<file path="src/rtl/riscv_mem_pkg.sv">
// Shared types and helpers for the data-memory arbiter.
package riscv_mem_pkg;

    typedef enum logic [0:0] {
        ARB_CPU      = 1'b0,
        ARB_DBG_LOCK = 1'b1
    } arb_state_t;

    typedef enum logic [1:0] {
        OWN_NONE = 2'd0,
        OWN_CPU  = 2'd1,
        OWN_DBG  = 2'd2
    } mem_owner_t;

    // addi x0, x0, 0
    localparam logic [31:0] NOP_INSTRUCTION = 32'h0000_0013;

    // True when addr falls inside the 2^(11+brams)-byte window starting at base.
    function automatic logic in_data_range(input logic [31:0] addr,
                                           input logic [31:0] base,
                                           input int unsigned brams);
        logic [31:0] mask;
        mask = 32'hFFFF_FFFF << (11 + brams);
        return (addr & mask) == (base & mask);
    endfunction

endpackage

</file>
<file path="src/rtl/riscv_dmem_arbiter_if.sv">
// Bundle of requester (CPU, DBG) and data-memory signals around the arbiter.
interface riscv_dmem_arbiter_if;

    logic        cpu_req;
    logic        cpu_we;
    logic [31:0] cpu_addr;
    logic [31:0] cpu_wdata;
    logic        cpu_gnt;
    logic        cpu_stall;
    logic        cpu_rvalid;
    logic [31:0] cpu_rdata;
    logic        cpu_err;

    logic        dbg_req;
    logic        dbg_we;
    logic [31:0] dbg_addr;
    logic [31:0] dbg_wdata;
    logic        dbg_lock;
    logic        dbg_gnt;
    logic        dbg_rvalid;
    logic [31:0] dbg_rdata;
    logic        dbg_err;

    logic [31:0] mem_addr;
    logic        mem_we;
    logic [31:0] mem_wdata;
    logic [31:0] mem_rdata;

    // Arbiter side
    modport slave (
        input  cpu_req, cpu_we, cpu_addr, cpu_wdata,
        output cpu_gnt, cpu_stall, cpu_rvalid, cpu_rdata, cpu_err,
        input  dbg_req, dbg_we, dbg_addr, dbg_wdata, dbg_lock,
        output dbg_gnt, dbg_rvalid, dbg_rdata, dbg_err,
        output mem_addr, mem_we, mem_wdata,
        input  mem_rdata
    );

    // Requesters plus memory side
    modport master (
        output cpu_req, cpu_we, cpu_addr, cpu_wdata,
        input  cpu_gnt, cpu_stall, cpu_rvalid, cpu_rdata, cpu_err,
        output dbg_req, dbg_we, dbg_addr, dbg_wdata, dbg_lock,
        input  dbg_gnt, dbg_rvalid, dbg_rdata, dbg_err,
        input  mem_addr, mem_we, mem_wdata,
        output mem_rdata
    );

endinterface

</file>
<file path="src/rtl/dmem_resp_router.sv">
// Remembers who owned last cycle's memory access and steers the memory's
// registered read data back to that requester only.
module dmem_resp_router
    import riscv_mem_pkg::*;
(
    input  logic             clk,
    input  logic             rst,
    input  mem_owner_t       grant_owner_i,
    input  logic             grant_err_i,
    input  logic             grant_we_i,
    input  logic [31:0]      mem_rdata_i,
    output logic [1:0]       rvalid_o,   // [0]=CPU, [1]=DBG
    output logic [1:0]       err_o,
    output logic [1:0][31:0] rdata_o
);

    mem_owner_t  resp_owner_q;
    logic        resp_err_q;
    logic        resp_we_q;
    logic [31:0] resp_rdata;

    // Capture the access granted this cycle; its data arrives next cycle.
    always_ff @(posedge clk or posedge rst) begin
        if (rst) begin
            resp_owner_q <= OWN_NONE;
            resp_err_q   <= 1'b0;
            resp_we_q    <= 1'b0;
        end else begin
            resp_owner_q <= grant_owner_i;
            resp_err_q   <= grant_err_i && (grant_owner_i != OWN_NONE);
            resp_we_q    <= grant_we_i;
        end
    end

    // Out-of-range accesses never touched memory, so their data is forced to zero.
    assign resp_rdata = resp_err_q ? 32'd0 : mem_rdata_i;

    for (genvar gi = 0; gi < 2; gi++) begin : g_req
        localparam mem_owner_t OWNER = (gi == 0) ? OWN_CPU : OWN_DBG;
        assign rvalid_o[gi] = (resp_owner_q == OWNER) && !resp_we_q;
        assign err_o[gi]    = (resp_owner_q == OWNER) && resp_err_q;
        assign rdata_o[gi]  = (resp_owner_q == OWNER) ? resp_rdata : 32'd0;
    end

endmodule

</file>
<file path="src/rtl/riscv_dmem_arbiter.sv">
// Two-master arbiter (CPU, DBG) for the single data-memory port.
// CPU wins ties, DBG is forced through after MAX_WAIT denials, and a locked
// DBG grant keeps ownership until dbg_lock drops.
module riscv_dmem_arbiter
    import riscv_mem_pkg::*;
#(
    parameter int          DATA_BRAMS         = 2,
    parameter logic [31:0] DATA_START_ADDRESS = 32'h0080_0000,
    parameter int          MAX_WAIT           = 4
) (
    input logic                  clk,
    input logic                  rst,
    riscv_dmem_arbiter_if.slave  bus
);

    localparam int               WAIT_W   = $clog2(MAX_WAIT + 1);
    localparam logic [WAIT_W-1:0] WAIT_MAX = WAIT_W'(MAX_WAIT);

    arb_state_t        state_q, state_d;
    logic [WAIT_W-1:0] wait_cnt_q, wait_cnt_d;

    mem_owner_t  winner;
    logic        lock_active;
    logic        win_we;
    logic [31:0] win_addr;
    logic [31:0] win_wdata;
    logic        win_in_range;
    logic        cpu_gnt;
    logic        dbg_gnt;

    logic [1:0]       resp_rvalid;
    logic [1:0]       resp_err;
    logic [1:0][31:0] resp_rdata;

    // The lock only holds while dbg_lock is still high; the release cycle
    // already arbitrates with normal CPU-first rules.
    assign lock_active = (state_q == ARB_DBG_LOCK) && bus.dbg_lock;

    // Pick this cycle's winner.
    always_comb begin
        winner = OWN_NONE;
        if (lock_active && bus.dbg_req) begin
            winner = OWN_DBG;
        end else if (bus.cpu_req && bus.dbg_req) begin
            winner = (wait_cnt_q == WAIT_MAX) ? OWN_DBG : OWN_CPU;
        end else if (bus.cpu_req) begin
            winner = OWN_CPU;
        end else if (bus.dbg_req) begin
            winner = OWN_DBG;
        end
    end

    assign cpu_gnt = (winner == OWN_CPU);
    assign dbg_gnt = (winner == OWN_DBG);

    // Route the winner's request onto the memory port; idle port is all zero.
    always_comb begin
        win_we    = 1'b0;
        win_addr  = 32'd0;
        win_wdata = 32'd0;
        if (cpu_gnt) begin
            win_we    = bus.cpu_we;
            win_addr  = bus.cpu_addr;
            win_wdata = bus.cpu_wdata;
        end else if (dbg_gnt) begin
            win_we    = bus.dbg_we;
            win_addr  = bus.dbg_addr;
            win_wdata = bus.dbg_wdata;
        end
    end

    assign win_in_range = in_data_range(win_addr, DATA_START_ADDRESS, DATA_BRAMS);

    assign bus.mem_addr  = win_addr;
    assign bus.mem_wdata = win_wdata;
    assign bus.mem_we    = win_we && win_in_range;

    assign bus.cpu_gnt   = cpu_gnt;
    assign bus.dbg_gnt   = dbg_gnt;
    assign bus.cpu_stall = bus.cpu_req && !cpu_gnt;

    // Lock entry on a locked DBG grant, exit as soon as dbg_lock drops.
    always_comb begin
        state_d = state_q;
        if (state_q == ARB_CPU) begin
            if (dbg_gnt && bus.dbg_lock) begin
                state_d = ARB_DBG_LOCK;
            end
        end else if (!bus.dbg_lock) begin
            state_d = ARB_CPU;
        end
    end

    // Count consecutive DBG denials, saturating at MAX_WAIT.
    always_comb begin
        wait_cnt_d = wait_cnt_q;
        if (!bus.dbg_req || dbg_gnt) begin
            wait_cnt_d = '0;
        end else if (wait_cnt_q != WAIT_MAX) begin
            wait_cnt_d = wait_cnt_q + 1'b1;
        end
    end

    // Arbitration state registers.
    always_ff @(posedge clk or posedge rst) begin
        if (rst) begin
            state_q    <= ARB_CPU;
            wait_cnt_q <= '0;
        end else begin
            state_q    <= state_d;
            wait_cnt_q <= wait_cnt_d;
        end
    end

    dmem_resp_router u_resp_router (
        .clk           (clk),
        .rst           (rst),
        .grant_owner_i (winner),
        .grant_err_i   (!win_in_range),
        .grant_we_i    (win_we),
        .mem_rdata_i   (bus.mem_rdata),
        .rvalid_o      (resp_rvalid),
        .err_o         (resp_err),
        .rdata_o       (resp_rdata)
    );

    assign bus.cpu_rvalid = resp_rvalid[0];
    assign bus.cpu_err    = resp_err[0];
    assign bus.cpu_rdata  = resp_rdata[0];
    assign bus.dbg_rvalid = resp_rvalid[1];
    assign bus.dbg_err    = resp_err[1];
    assign bus.dbg_rdata  = resp_rdata[1];

endmodule

</file>
<file path="src/flat_wrapper.sv">
// flat-port wrapper written by rule: the top's interface ports become plain ports
module riscv_dmem_arbiter_flat import riscv_mem_pkg::*;
#(
    parameter int          DATA_BRAMS         = 2,
    parameter logic [31:0] DATA_START_ADDRESS = 32'h0080_0000,
    parameter int          MAX_WAIT           = 4
)
  (clk, rst, bus_cpu_req, bus_cpu_we, bus_cpu_addr, bus_cpu_wdata, bus_cpu_gnt, bus_cpu_stall, bus_cpu_rvalid, bus_cpu_rdata, bus_cpu_err, bus_dbg_req, bus_dbg_we, bus_dbg_addr, bus_dbg_wdata, bus_dbg_lock, bus_dbg_gnt, bus_dbg_rvalid, bus_dbg_rdata, bus_dbg_err, bus_mem_addr, bus_mem_we, bus_mem_wdata, bus_mem_rdata);
  riscv_dmem_arbiter_if bus_i ();
  input logic clk;
  input logic rst;
  input wire logic [$bits(bus_i.cpu_req)-1:0] bus_cpu_req;
  input wire logic [$bits(bus_i.cpu_we)-1:0] bus_cpu_we;
  input wire logic [$bits(bus_i.cpu_addr)-1:0] bus_cpu_addr;
  input wire logic [$bits(bus_i.cpu_wdata)-1:0] bus_cpu_wdata;
  output wire logic [$bits(bus_i.cpu_gnt)-1:0] bus_cpu_gnt;
  output wire logic [$bits(bus_i.cpu_stall)-1:0] bus_cpu_stall;
  output wire logic [$bits(bus_i.cpu_rvalid)-1:0] bus_cpu_rvalid;
  output wire logic [$bits(bus_i.cpu_rdata)-1:0] bus_cpu_rdata;
  output wire logic [$bits(bus_i.cpu_err)-1:0] bus_cpu_err;
  input wire logic [$bits(bus_i.dbg_req)-1:0] bus_dbg_req;
  input wire logic [$bits(bus_i.dbg_we)-1:0] bus_dbg_we;
  input wire logic [$bits(bus_i.dbg_addr)-1:0] bus_dbg_addr;
  input wire logic [$bits(bus_i.dbg_wdata)-1:0] bus_dbg_wdata;
  input wire logic [$bits(bus_i.dbg_lock)-1:0] bus_dbg_lock;
  output wire logic [$bits(bus_i.dbg_gnt)-1:0] bus_dbg_gnt;
  output wire logic [$bits(bus_i.dbg_rvalid)-1:0] bus_dbg_rvalid;
  output wire logic [$bits(bus_i.dbg_rdata)-1:0] bus_dbg_rdata;
  output wire logic [$bits(bus_i.dbg_err)-1:0] bus_dbg_err;
  output wire logic [$bits(bus_i.mem_addr)-1:0] bus_mem_addr;
  output wire logic [$bits(bus_i.mem_we)-1:0] bus_mem_we;
  output wire logic [$bits(bus_i.mem_wdata)-1:0] bus_mem_wdata;
  input wire logic [$bits(bus_i.mem_rdata)-1:0] bus_mem_rdata;
  assign bus_i.cpu_req = bus_cpu_req;
  assign bus_i.cpu_we = bus_cpu_we;
  assign bus_i.cpu_addr = bus_cpu_addr;
  assign bus_i.cpu_wdata = bus_cpu_wdata;
  assign bus_cpu_gnt = bus_i.cpu_gnt;
  assign bus_cpu_stall = bus_i.cpu_stall;
  assign bus_cpu_rvalid = bus_i.cpu_rvalid;
  assign bus_cpu_rdata = bus_i.cpu_rdata;
  assign bus_cpu_err = bus_i.cpu_err;
  assign bus_i.dbg_req = bus_dbg_req;
  assign bus_i.dbg_we = bus_dbg_we;
  assign bus_i.dbg_addr = bus_dbg_addr;
  assign bus_i.dbg_wdata = bus_dbg_wdata;
  assign bus_i.dbg_lock = bus_dbg_lock;
  assign bus_dbg_gnt = bus_i.dbg_gnt;
  assign bus_dbg_rvalid = bus_i.dbg_rvalid;
  assign bus_dbg_rdata = bus_i.dbg_rdata;
  assign bus_dbg_err = bus_i.dbg_err;
  assign bus_mem_addr = bus_i.mem_addr;
  assign bus_mem_we = bus_i.mem_we;
  assign bus_mem_wdata = bus_i.mem_wdata;
  assign bus_i.mem_rdata = bus_mem_rdata;
  riscv_dmem_arbiter #(.DATA_BRAMS(DATA_BRAMS), .DATA_START_ADDRESS(DATA_START_ADDRESS), .MAX_WAIT(MAX_WAIT)) u_core (.clk(clk), .rst(rst), .bus(bus_i));
endmodule
</file>
<file path="config.mk">
export PLATFORM = sky130hd
export DESIGN_NAME = riscv_dmem_arbiter_flat
export DESIGN_NICKNAME = d
export VERILOG_FILES = /design/src/rtl/riscv_mem_pkg.sv /design/src/rtl/riscv_dmem_arbiter_if.sv /design/src/rtl/dmem_resp_router.sv /design/src/rtl/riscv_dmem_arbiter.sv /design/src/flat_wrapper.sv
export SDC_FILE = /design/constraint.sdc
export NUM_CORES = 1
export LEC_CHECK = 0
export ABC_AREA = 1
export BUFFER_PORTS_ARGS = -buffer_cell sky130_fd_sc_hd__buf_4
export CORE_AREA = 2 2 117 119
export CTS_BUF_LIST = sky130_fd_sc_hd__clkbuf_4 sky130_fd_sc_hd__clkbuf_8
export DETAILED_ROUTE_END_ITERATION = 16
export DIE_AREA = 0 0 119 121
export HOLD_SLACK_MARGIN = 0.03
export MAX_ROUTING_LAYER = met4
export RECOVER_POWER = 100
export SYNTH_ARGS = -nofsm -noshare
export SYNTH_HDL_FRONTEND = slang
export SYNTH_HIERARCHICAL = 1
export SYNTH_SLANG_ARGS = --single-unit
export TNS_END_PERCENT = 100
</file>
<file path="constraint.sdc">
create_clock -name clk -period 2.2 [get_ports clk]
set_clock_uncertainty 0.05 [all_clocks]
set_input_delay 0.22 -clock clk [delete_from_list [all_inputs] [get_ports clk]]
set_output_delay 0.22 -clock clk [all_outputs]
set_load 0.05 [all_outputs]
</file>
Yosys cells after proc, flatten, opt, wreduce, memory -nomap -nowiden --
Cells that the tools add are included.
Storage, ports and cells: word-level logic and storage cells 50, bits of input ports 167, output and inout bits 136, register bits after elaboration 8
Cells by class: add/sub/neg operators 1, reductions and logical operators 18, muxes and demuxes 19, equality and inequality tests 7
Operators with widths (number):
- $mux 32 | 7
- $eq 19x11->1 const B | 1
- $logic_and 1x1->1 | 11
- $mux 2 | 5
- $mux 3 | 2
- $mux 1 | 5
- $eq 2x1->1 const B | 2
- $eq 2x2->1 const B | 2
- $logic_not 1->1 | 4
- $reduce_bool 2->1 | 2
- $add 3x1->3 const B | 1
- $eq 3x3->1 const B | 1
- $ne 3x3->1 const B | 1
- $logic_or 1x1->1 | 1

Logic depth before layout (Yosys ltp) --
Gate-level depths: netlist of run 1.
depth in word-level cells 10, gate-level depth with buffers 14, gate-level depth less buffers 13

By module --
Netlist of run 1, hierarchy kept.
Modules (own cells, without submodules):
- riscv_dmem_arbiter | cells an instance 166, times used 1, sequential area each 100.1 um^2, area each 1044.8 um^2
- dmem_resp_router | cells an instance 122, times used 1, sequential area each 100.1 um^2, area each 636.9 um^2

Worst setup path after synthesis of run 1 --
No wires, ideal clock.
path type reg2out, start point register u_core.wait_cnt_q[0], end point output port bus_mem_we, cell stages (with the launch flop) 13, arrival time 2.394 ns, buffers on the path 1, setup slack -0.464 ns, data required time 1.930 ns, path through dfrtp_1 -> inv_1 -> ha_1 -> nand3_2 -> nand3_2 -> buf_2 -> nand2_1 -> nand2_1 -> nor2_1 -> nand2_1 -> nor2_1 -> nand3_1 -> nor2_1
On the way: cells in the longest elaborated chain, start to end 9, elaborated cells on any way between the ends 12, classes of those cells eq/ne: 4; mux: 7; reduce/logical: 1
Ends and longest elaborated chain:
- start: declaration | RTL line riscv_dmem_arbiter.sv:20 | logic [WAIT_W-1:0] wait_cnt_q, wait_cnt_d;
- start signal: assignment | RTL line riscv_dmem_arbiter.sv:111 | wait_cnt_q <= wait_cnt_d;
- $eq 3x3->1 * | RTL line riscv_dmem_arbiter.sv:45 | winner = (wait_cnt_q == WAIT_MAX) ? OWN_DBG : OWN_CPU;
- $mux 2 * | RTL line riscv_dmem_arbiter.sv:45
- $mux 2 * | RTL line riscv_dmem_arbiter.sv:44 | end else if (bus.cpu_req && bus.dbg_req) begin
- $mux 2 * | RTL line riscv_dmem_arbiter.sv:42 | if (lock_active && bus.dbg_req) begin
- $eq 2x2->1 | RTL line riscv_dmem_arbiter.sv:54 | assign dbg_gnt = (winner == OWN_DBG);
- $mux 32 | RTL line riscv_dmem_arbiter.sv:65 | end else if (dbg_gnt) begin
- $mux 32 * | RTL line riscv_dmem_arbiter.sv:61 | if (cpu_gnt) begin
- via bus_mem_addr[16] | RTL line flat_wrapper.sv:30 | output wire logic [$bits(bus_i.mem_addr)-1:0] bus_mem_addr;
- $eq 19x11->1 * | RTL line riscv_mem_pkg.sv:24 | return (addr & mask) == (base & mask);
- $logic_and 1x1->1 * | RTL line riscv_dmem_arbiter.sv:76 | assign bus.mem_we = win_we && win_in_range;
- end: declaration | RTL line flat_wrapper.sv:31 | output wire logic [$bits(bus_i.mem_we)-1:0] bus_mem_we;
Mark *: on every way through the listed nets, which the timed path passes. The rest lies on a longest branch.

Worst setup path after layout of run 1 --
start point register u_core.wait_cnt_q[0], end point output port bus_mem_we
On the way: cells in the longest elaborated chain, start to end 9, elaborated cells on any way between the ends 12, classes of those cells eq/ne: 4; mux: 7; reduce/logical: 1
Ends and longest elaborated chain (RTL line):
- $eq 3x3->1 * | riscv_dmem_arbiter.sv:45
- $mux 2 * | riscv_dmem_arbiter.sv:45
- $mux 2 * | riscv_dmem_arbiter.sv:44
- $mux 2 * | riscv_dmem_arbiter.sv:42
- $eq 2x2->1 | riscv_dmem_arbiter.sv:54
- $mux 32 | riscv_dmem_arbiter.sv:65
- $mux 32 | riscv_dmem_arbiter.sv:61
- $eq 19x11->1 | riscv_mem_pkg.sv:24
- $logic_and 1x1->1 * | riscv_dmem_arbiter.sv:76
Every way passes the cells marked *; elsewhere a longest branch is shown, timed or not.

==> results of run 1 <==
==> metrics by stage <==
stage	power (W)	TNS (ns)	hold slack, ns
6_report	0.00166	-0.0986	0.175
5_1_grt	0.00175	-0.222	0.173
4_1_cts	0.00172	-0.894	0.173
3_5_place_dp	0.00153	-0.0221	0.0709
3_3_place_gp	0.00153	0	0.0733
2_1_floorplan	0.00101	0	-0.0639
==> layer usage <==
metal  vias up  part of all wire  track usage
met4         0            0.0019      0.00893
li1       1540                 -            -
met2       186              0.50        0.230
met3         2             0.089       0.0291
met5         -                 0            -
met1      1337              0.41        0.154
==> path summary, 6_finish.rpt <==
path	start	end
min	bus_dbg_lock	u_core/state_q
min in group asynchronous	rst	u_core/u_resp_router/resp_we_q
max	u_core/wait_cnt_q[0]	bus_mem_we
min reg2reg	u_core/state_q	u_core/state_q
max in group asynchronous	rst	u_core/wait_cnt_q[2]
max reg2reg	u_core/wait_cnt_q[0]	u_core/u_resp_router/resp_err_q
==> registers in the layout (all words and copies together), names as in the netlist <==
signal / cells
u_core/u_resp_router/resp_we_q: 1
u_core/state_q: 1
u_core/u_resp_router/resp_owner_q: 2
u_core/u_resp_router/resp_err_q: 1
u_core/wait_cnt_q: 3
==> what timing repair did <==
item,CTS,global route
endpoints found under the setup margin,43,43
hold endpoints to repair,8,0
hold buffers,1,0
pin swaps,1,1
gates resized for setup,9,6
==> worst max-delay path, cell delays in order (launching register included) <==
cell and delay, ns:
dfrtp_1 0.37, inv_1 0.06, ha_2 0.18, nand3_4 0.11
nand3_2 0.14, inv_4 0.08, nand2_1 0.08, nand2_2 0.05
nor2_1 0.11, nand2_1 0.09, nor2_2 0.12, nand3_2 0.14
nor2_4 0.11, buf_6 0.16
==> cells in the final DEF (no fill, tap or decap), drive strengths merged <==
cell type    instances
nand4               11
nor2                85
inv                 16
o21a                 1
clkbuf              95
a22o                45
nor3b                1
xnor2                1
o22ai                1
dfrtp                8
nand3                6
buf                220
dlygate4sd3          1
nand2               86
ha                   2
==> cell type report <==
| type | instances | area [sq um] |
|---|---|---|
| clock buffers | 3 | 41.3 |
| fillers | 1490 | 9060 |
| inverters | 16 | 62.6 |
| multi-input cells | 239 | 1320 |
| flip-flops and latches | 8 | 200 |
| well taps | 176 | 220 |
| repair buffers | 313 | 2190 |
==> power breakdown <==
part	leakage [nW]	internal (W)	switching, W
clock network	0.0216	0.000118	0.0000531
logic	2.16	0.000464	0.000861
registers	0.102	0.000157	0.00000585
==> kinds of logic after synthesis <==
group	after synthesis
compound gates	47
xor+xnor	1
fa+ha+maj	2
buf+inv	41
flops	8
simple gates	189
==> flow_summary.toml, run 1 <==
[run_status]
status = "complete, but fails checks"
violations = "negative setup slack"

[run]
maxCapViolations = 0

[grt]
grt_pass1_vias = 2853
grt_max_degree = 43
track_usage = 0.129
grt_first_pass_wirelength_um = 14800
antenna_found_initial = 0
overflow = 0

[synth]
synth_edf_count = 0
syn_nets = 457
synth_top_cell_area_share = 0.234
synth_top_family_by_area = "simple AND/OR/NAND/NOR gates"
synth.top_cells.by_area = "a22o_1 (23%), nor2_1 (19%), nand2_1 (17%), dfrtp_1 (12%), buf_6 (6.0%)"
ys_ff_latch = 8
yosysMostFrequentCell = "nor2_1"
synth_cells = 288
synthArstFlopShare = 1.00
synth_cell_type_count = 20
synth_area_sq_um = 1680
synth_xor_area_frac = 0.00521
ys.flop_type = "dfrtp_1"
ys_warn_count = 6
synth-simple-area-share = 0.470
yosys.area.top_type = "a22o_1"
synth_mux_area_frac = 0
synth_area_per_cell_sq_um = 5.84
yosysSeqAreaShare = 0.119
synth-compound-area-share = 0.243
synth_adder_area_share = 0.0149
synth_common_cells = "nor2_1 (85), nand2_1 (77), a22o_1 (45)"

[power]
leakage_nw = 2.28
power.density_nw_per_um2 = 412
vdd_drop_max_uv = 206

[drt]
finalWirelength_um = 10200
final_antenna_net_count = 0
wire_per_inst_um = 13.5
vias = 3065
drtIter0Drc = 99
drt-vias-per-instance = 4.06
firstDrtPassIters = 5
route.detailed.drc = 0

[worst_setup_path]
cp-start-kind = "register"
critical_path_class = "reg2out"
end_kind = "primary output"
r2r_setup_slack_ns = 0.37
crit_fanout = 10
cp.required_ns = 1.93
arrival_ns = 2.03
worstRegToRegCells = 13

[cells_and_area]
final_cell_count_no_fill = 755
drive_gt1_frac = 0.613
fin_area_sq_um = 4030
syn2layout_area_growth_pct = 140
antennaDiodeCount = 0
nNetsFinal = 750
utilization = 0.308

[sta]
period_needed_ns = 2.30
rsz0062_at_grt = "true"
slew_headroom = 0.552
hold_viol = 0
tightest_slew_ns = 0.669
slew_violations = 0
fin_crit_sh = 1.04
setup_viol = 1
fin_ws_ns = -0.0986
fmax_ghz = 0.435

[placement]
gp_congestion = 0.763
port_buffers = 302
post-dp-hpwl_um = 8730
dp_slack_ns = -0.0221
dp_cells = 751
dpl-instance-area_sq_um = 4140

[cts]
numCtsBuffers = 3
clkTransAtPathRegs_ns = 0.04
h-tree-depth = 1
ctsRootBufferMaster = "clkbuf_8"
clockBufferDepth = 2
cts_setup_buffers = 0
clk_latency_ns = 0.23
cts_tree = "built"
cts_sinks = 8

[floorplanning]
core_area_sq_um = 13100
die_w_um = 119
fp.dieH_um = 121
ios = 303
initial_utilization = 0.129
rows = 42
dieArea_sq_um = 14400

[hold_path]
hold_depth = 2
hold_class = "in2reg"
(Power assumes the default switching activity.)
==> run 2: changes to the inputs <==
RECOVER_POWER = not set   (was 100)
==> run 2 against run 1 <==
  * The flow still finishes with violations (negative setup slack)
  * Critical path depth unchanged
  * Setup slack got worse by 0.016 ns
  * Hold slack barely moved
==> flow_summary.toml, run 2 (synthesis results as in run 1) <==
[sta]
setup_tns_ns = -0.115
slew_headroom = 0.564
period_needed_ns = 2.31
fin_ws_ns = -0.115
hold_viol = 0
fin_crit_sh = 1.05
rsz0062_at_grt = "true"
fmax_ghz = 0.432
slew_violations = 0
tightest_slew_ns = 0.651
setup_viol = 1

[placement]
dp_slack_ns = -0.0221
port_buffers = 302
post-dp-hpwl_um = 8730
dp_cells = 751
gp_congestion = 0.763
dpl-instance-area_sq_um = 4140

[drt]
wire_per_inst_um = 13.5
vias = 3043
route.detailed.drc = 0
firstDrtPassIters = 4
drt-vias-per-instance = 4.03
drtIter0Drc = 92
finalWirelength_um = 10200
final_antenna_net_count = 0

[cells_and_area]
syn2layout_area_growth_pct = 153
drive_gt1_frac = 0.617
fin_area_sq_um = 4260
final_cell_mix = "buf_4 (306), nor2_1 (81), nand2_1 (60)"
regMostFlops = "u_core/wait_cnt_q"
antennaDiodeCount = 0
final_cell_count_no_fill = 755
reg_top3 = "u_core/wait_cnt_q: 3 flops, u_core/u_resp_router/resp_owner_q: 2 flops"
nNetsFinal = 750
final_common_cell = "buf_4"
largest_reg_flops = 3

[power]
vdd_drop_max_uv = 207
leakage_nw = 2.36
combPwrFrac = 0.804
p_switching_w = 0.000921
power.internal_w = 0.000786
power.density_nw_per_um2 = 401
pwr-share-seq = 0.095
clkPwrFrac = 0.100
swShare = 0.540

[floorplanning]
dieArea_sq_um = 14400
initial_utilization = 0.129
die_w_um = 119
core_area_sq_um = 13100
rows = 42
fp.dieH_um = 121
ios = 303

[worst_setup_path]
arrival_ns = 2.04
cp-start-kind = "register"
critical_path_class = "reg2out"
crit_start = "u_core/wait_cnt_q[0]"
cp.required_ns = 1.93
endpoint = "bus_mem_we"
r2r-start = "u_core/wait_cnt_q[0]"
r2r_end = "u_core/u_resp_router/resp_err_q"
crit_fanout = 10
end_kind = "primary output"
worstRegToRegCells = 13
r2r_setup_slack_ns = 0.35

[grt]
antenna_found_initial = 0
grt_pass1_vias = 2853
grt_first_pass_wirelength_um = 14800
overflow = 0
track_usage = 0.129
grt_max_degree = 43

[cts]
clk_latency_ns = 0.23
cts_sinks = 8
h-tree-depth = 1
ctsRootBufferMaster = "clkbuf_8"
clkTransAtPathRegs_ns = 0.04
cts_tree = "built"
clockBufferDepth = 2
cts_setup_buffers = 0
numCtsBuffers = 3

[run_status]
status = "complete, but fails checks"
violations = "negative setup slack"

[hold_path]
hold_class = "in2reg"

[run]
maxCapViolations = 0
==> run 2: cell types whose count changed in the layout (fill, tap and decap cells not counted) <==
cell      change
buf_4        +92
clkbuf_2     -86
clkbuf_4      -4
clkbuf_1      -2
buf_12        -1
buf_16        +1
==> run 2: layout make-up <==
class / instances / area [sq um]
flip-flops and latches: 8 / 200
clock buffers: 3 / 41.3
inverters: 16 / 62.6
multi-input cells: 239 / 1320
well taps: 176 / 220
repair buffers: 313 / 2420
fillers: 1441 / 8830
==> run 2: repair_timing <==
action,CTS,global route
pin swaps,1,1
setup endpoints to repair,43,43
hold buffers,1,0
hold endpoints to repair,8,0
gates resized for setup,9,6
==> run 2: worst min-delay path by stage <==
| stage | start | slack [ns] | to | cells after the start |
|---|---|---|---|---|
| 3_5_place_dp | rst | 0.07 | u_core/u_resp_router/resp_err_q | 2 |
| 6_report | bus_dbg_lock | 0.18 | u_core/state_q | 2 |
| 3_3_place_gp | rst | 0.07 | u_core/u_resp_router/resp_err_q | 2 |
| 4_1_cts | bus_dbg_lock | 0.17 | u_core/state_q | 2 |
| 2_1_floorplan | rst | -0.06 | u_core/state_q | 1 |
| 5_1_grt | bus_dbg_lock | 0.17 | u_core/state_q | 2 |
==> run 2: critical path, cell delays in order (launching register included) <==
cell and delay, ns:
dfrtp_1 0.37, inv_1 0.06, ha_2 0.18, nand3_4 0.11, nand3_2 0.14, inv_4 0.08
nand2_1 0.08, nand2_2 0.05, nor2_1 0.11, nand2_1 0.09, nor2_2 0.12, nand3_2 0.14
nor2_4 0.11, buf_6 0.16
==> run 2: power by group through the flow <==
stage               clock network (W)  logic (W)  registers (W)
detailed placement                  0    0.00137       0.000165
finish                       0.000171    0.00137       0.000163
global route                 0.000194    0.00144       0.000164
floorplan                           0   0.000842       0.000164
global placement                    0    0.00137       0.000165
CTS                          0.000175    0.00138       0.000163
==> run 2: metrics by stage <==
stage          hold WS [ns]  total power, W   util
3_5_place_dp         0.0709         0.00153  0.317
3_3_place_gp         0.0733         0.00153  0.317
2_1_floorplan       -0.0639         0.00101      -
5_1_grt               0.173         0.00180  0.325
6_report              0.175         0.00171  0.325
4_1_cts               0.173         0.00172  0.323
==> run 2: per-layer routing <==
layer	wire length [um]	GRT usage	up-vias
met4	19	0.00893	0
met2	5150	0.230	183
met5	0	-	-
met3	914	0.0291	2
met1	4150	0.154	1321
li1	-	-	1537
==> run 3: changes to the inputs <==
CELL_PAD_IN_SITES_DETAIL_PLACEMENT = 1   (was not set)
CELL_PAD_IN_SITES_GLOBAL_PLACEMENT = 2   (was not set)
CORE_AREA = 2 2 153 118   (was 2 2 117 119)
DIE_AREA = 0 0 155 120   (was 0 0 119 121)
PLACE_DENSITY_LB_ADDON = 0.1   (was not set)
==> run 3 against run 2 <==
  * Die area rose by 29%
  * The flow still finishes with violations (negative setup slack)
  * Cell count increased by 8.9%
  * Register-to-register slack got worse by 0.16 ns
  * Sequential power about the same
  * Routed wire length rose by 31%
  * Hold slack better by 0.0062 ns
  * Total power grew 7.0%
  * Global-route usage up 0.43 points
  * Critical path depth unchanged
  * Clock power barely moved
  * Sequential share of layout area shrank 0.40 points
  * Largest cell class unchanged
==> flow_summary.toml, run 3 (synthesis results as in run 1) <==
[worst_setup_path]
path_buf_inv = 3
end_kind = "primary output"
crit_cells = 13
path_cells = "inv_1 -> ha_2 -> nand3_4 -> nand3_4 -> buf_12 -> nand2_4 -> nand2_2 -> nor2_2 -> nand2_2 -> nor2_4 -> nand3_4 -> nor2_4 -> buf_8"
arrival_ns = 2.03
cp.required_ns = 1.93
worstRegToRegCells = 15
crit_start = "u_core/wait_cnt_q[0]"
r2r_setup_slack_ns = 0.19
r2r-start = "u_core/wait_cnt_q[0]"
crit_slowest_cell = "dfrtp_1"
r2r_end = "u_core/u_resp_router/resp_err_q"
crit_fanout = 6
cp-start-kind = "register"
endpoint = "bus_mem_we"
critical_path_class = "reg2out"
cp_top_family = "simple AND/OR/NAND/NOR gates"
cpPeakStageDelay_ns = 0.34
crit_top_cell = "nand3_4"

[cells_and_area]
reg_top3 = "u_core/wait_cnt_q: 3 flops, u_core/u_resp_router/resp_owner_q: 2 flops"
regMostFlops = "u_core/wait_cnt_q"
syn2layout_area_growth_pct = 177
final_cell_mix = "buf_4 (322), nor2_1 (73), a22o_1 (45)"
largest_reg_flops = 3
final_common_cell = "buf_4"
nNetsFinal = 773
drive_gt1_frac = 0.673
fin_area_sq_um = 4660
antennaDiodeCount = 0

[grt]
overflow = 0
grt_max_degree = 40
track_usage = 0.133
grt_pass1_vias = 3395
antenna_found_initial = 0
grt_first_pass_wirelength_um = 18800

[cts]
cts_sinks = 8
clk_latency_ns = 0.23
cts_tree = "built"
clkTransAtPathRegs_ns = 0.04
numCtsBuffers = 3
ctsRootBufferMaster = "clkbuf_8"
h-tree-depth = 1
clockBufferDepth = 2

[sta]
setup_tns_ns = -0.104
hold_viol = 0
slew_headroom = 0.534
fmax_ghz = 0.434
rsz0062_at_grt = "true"
fin_crit_sh = 1.05
slew_violations = 0
fin_ws_ns = -0.104
period_needed_ns = 2.30
setup_viol = 1
tightest_slew_ns = 0.696

[run]
maxCapViolations = 0

[power]
clkPwrFrac = 0.095
vdd_drop_max_uv = 176
pwr-share-seq = 0.089
leakage_nw = 2.53
power.density_nw_per_um2 = 392
p_switching_w = 0.000983
combPwrFrac = 0.816
swShare = 0.538
power.internal_w = 0.000844

[placement]
gp_congestion = 0.800
port_buffers = 302
dpl-instance-area_sq_um = 4280
post-dp-hpwl_um = 11300

[drt]
finalWirelength_um = 13400
firstDrtPassIters = 4
wl_met1_um = 5140
final_antenna_net_count = 0
highest_layer = "met4"
wl_met2_um = 6900
route.detailed.drc = 0
wire_per_inst_um = 16.3
vias = 3239
wl_met3_um = 1310
drt-vias-per-instance = 3.94
drtIter0Drc = 73

[floorplanning]
initial_utilization = 0.0979
ios = 303
die_w_um = 155
dieArea_sq_um = 18600
rows = 42
fp.dieH_um = 120
core_area_sq_um = 17200

[run_status]
status = "complete, but fails checks"
violations = "negative setup slack"

[hold_path]
min_from = "bus_dbg_lock"
hold_class = "in2reg"
==> run 3: changes by cell type in the layout (fill, tap and decap cells not counted), moves of 2 or more <==
cell,before,now
nor2_4,1,6
nor2_1,81,73
nand2_4,0,6
nor2_2,3,6
clkbuf_16,0,2
nand2_2,26,36
buf_6,2,7
nand2_1,60,44
buf_4,306,322
==> run 3: metrics by stage <==
stage / setup WS, ns / power (W) / cells / utilization / hold WS, ns
after global routing: -0.192 / 0.00192 / 822 / 0.271 / 0.200
after detailed placement: 0.0199 / 0.00158 / 809 / 0.249 / 0.0873
final: -0.104 / 0.00183 / 822 / 0.271 / 0.182
after CTS: -0.0787 / 0.00177 / 814 / 0.255 / 0.176
after floorplan: 0.0148 / 0.00101 / 288 / - / -0.0639
after global placement: 0.0496 / 0.00158 / 809 / 0.249 / 0.0836
==> run 3: layer usage <==
metal  GRT usage  vias up
li1            -     1579
met1       0.146     1496
met2       0.242      160
met3      0.0408        4
met4      0.0174        0
met5           -        -
==> run 3: final cells by class <==
| cell class | instances | area, sq um |
|---|---|---|
| fill | 2120 | 12500 |
| timing repair buffer | 336 | 2630 |
| multi-input combinational | 239 | 1450 |
| tap | 220 | 275 |
| sequential | 8 | 200 |
| inverter | 16 | 65.1 |
| clock buffer | 3 | 41.3 |
==> run 3: worst min-delay path by stage <==
stage                            to  slack, ns  depth (start not counted)
2_1_floorplan        u_core/state_q      -0.06                          1
3_3_place_gp   u_core/wait_cnt_q[2]       0.08                          2
3_5_place_dp   u_core/wait_cnt_q[0]       0.09                          2
4_1_cts              u_core/state_q       0.18                          2
5_1_grt              u_core/state_q       0.20                          2
6_report             u_core/state_q       0.18                          2
==> run 3: power groups by stage <==
stage / clock (W) / combinational [W] / sequential, W
after floorplan: 0 / 0.000842 / 0.000164
after global placement: 0 / 0.00142 / 0.000165
after detailed placement: 0 / 0.00142 / 0.000165
after CTS: 0.000181 / 0.00143 / 0.000163
after global routing: 0.000186 / 0.00157 / 0.000164
final: 0.000173 / 0.00149 / 0.000163
==> run 3: what timing repair did <==
action | 4_1_cts | 5_1_grt
setup buffers | 1 | 6
hold endpoints to repair | 8 | 0
pin swaps | 2 | 10
hold buffers | 1 | 0
cloned | 0 | 3
resized for setup | 14 | 48
setup endpoints to repair | 42 | 43
==> run 3: worst register-to-register path, delay by kind of cell, from the launching register on <==
family	cells	cell delay [ns]
buf+inv	5	0.51
fa+ha+maj	1	0.19
flops	1	0.34
simple gates	9	0.83
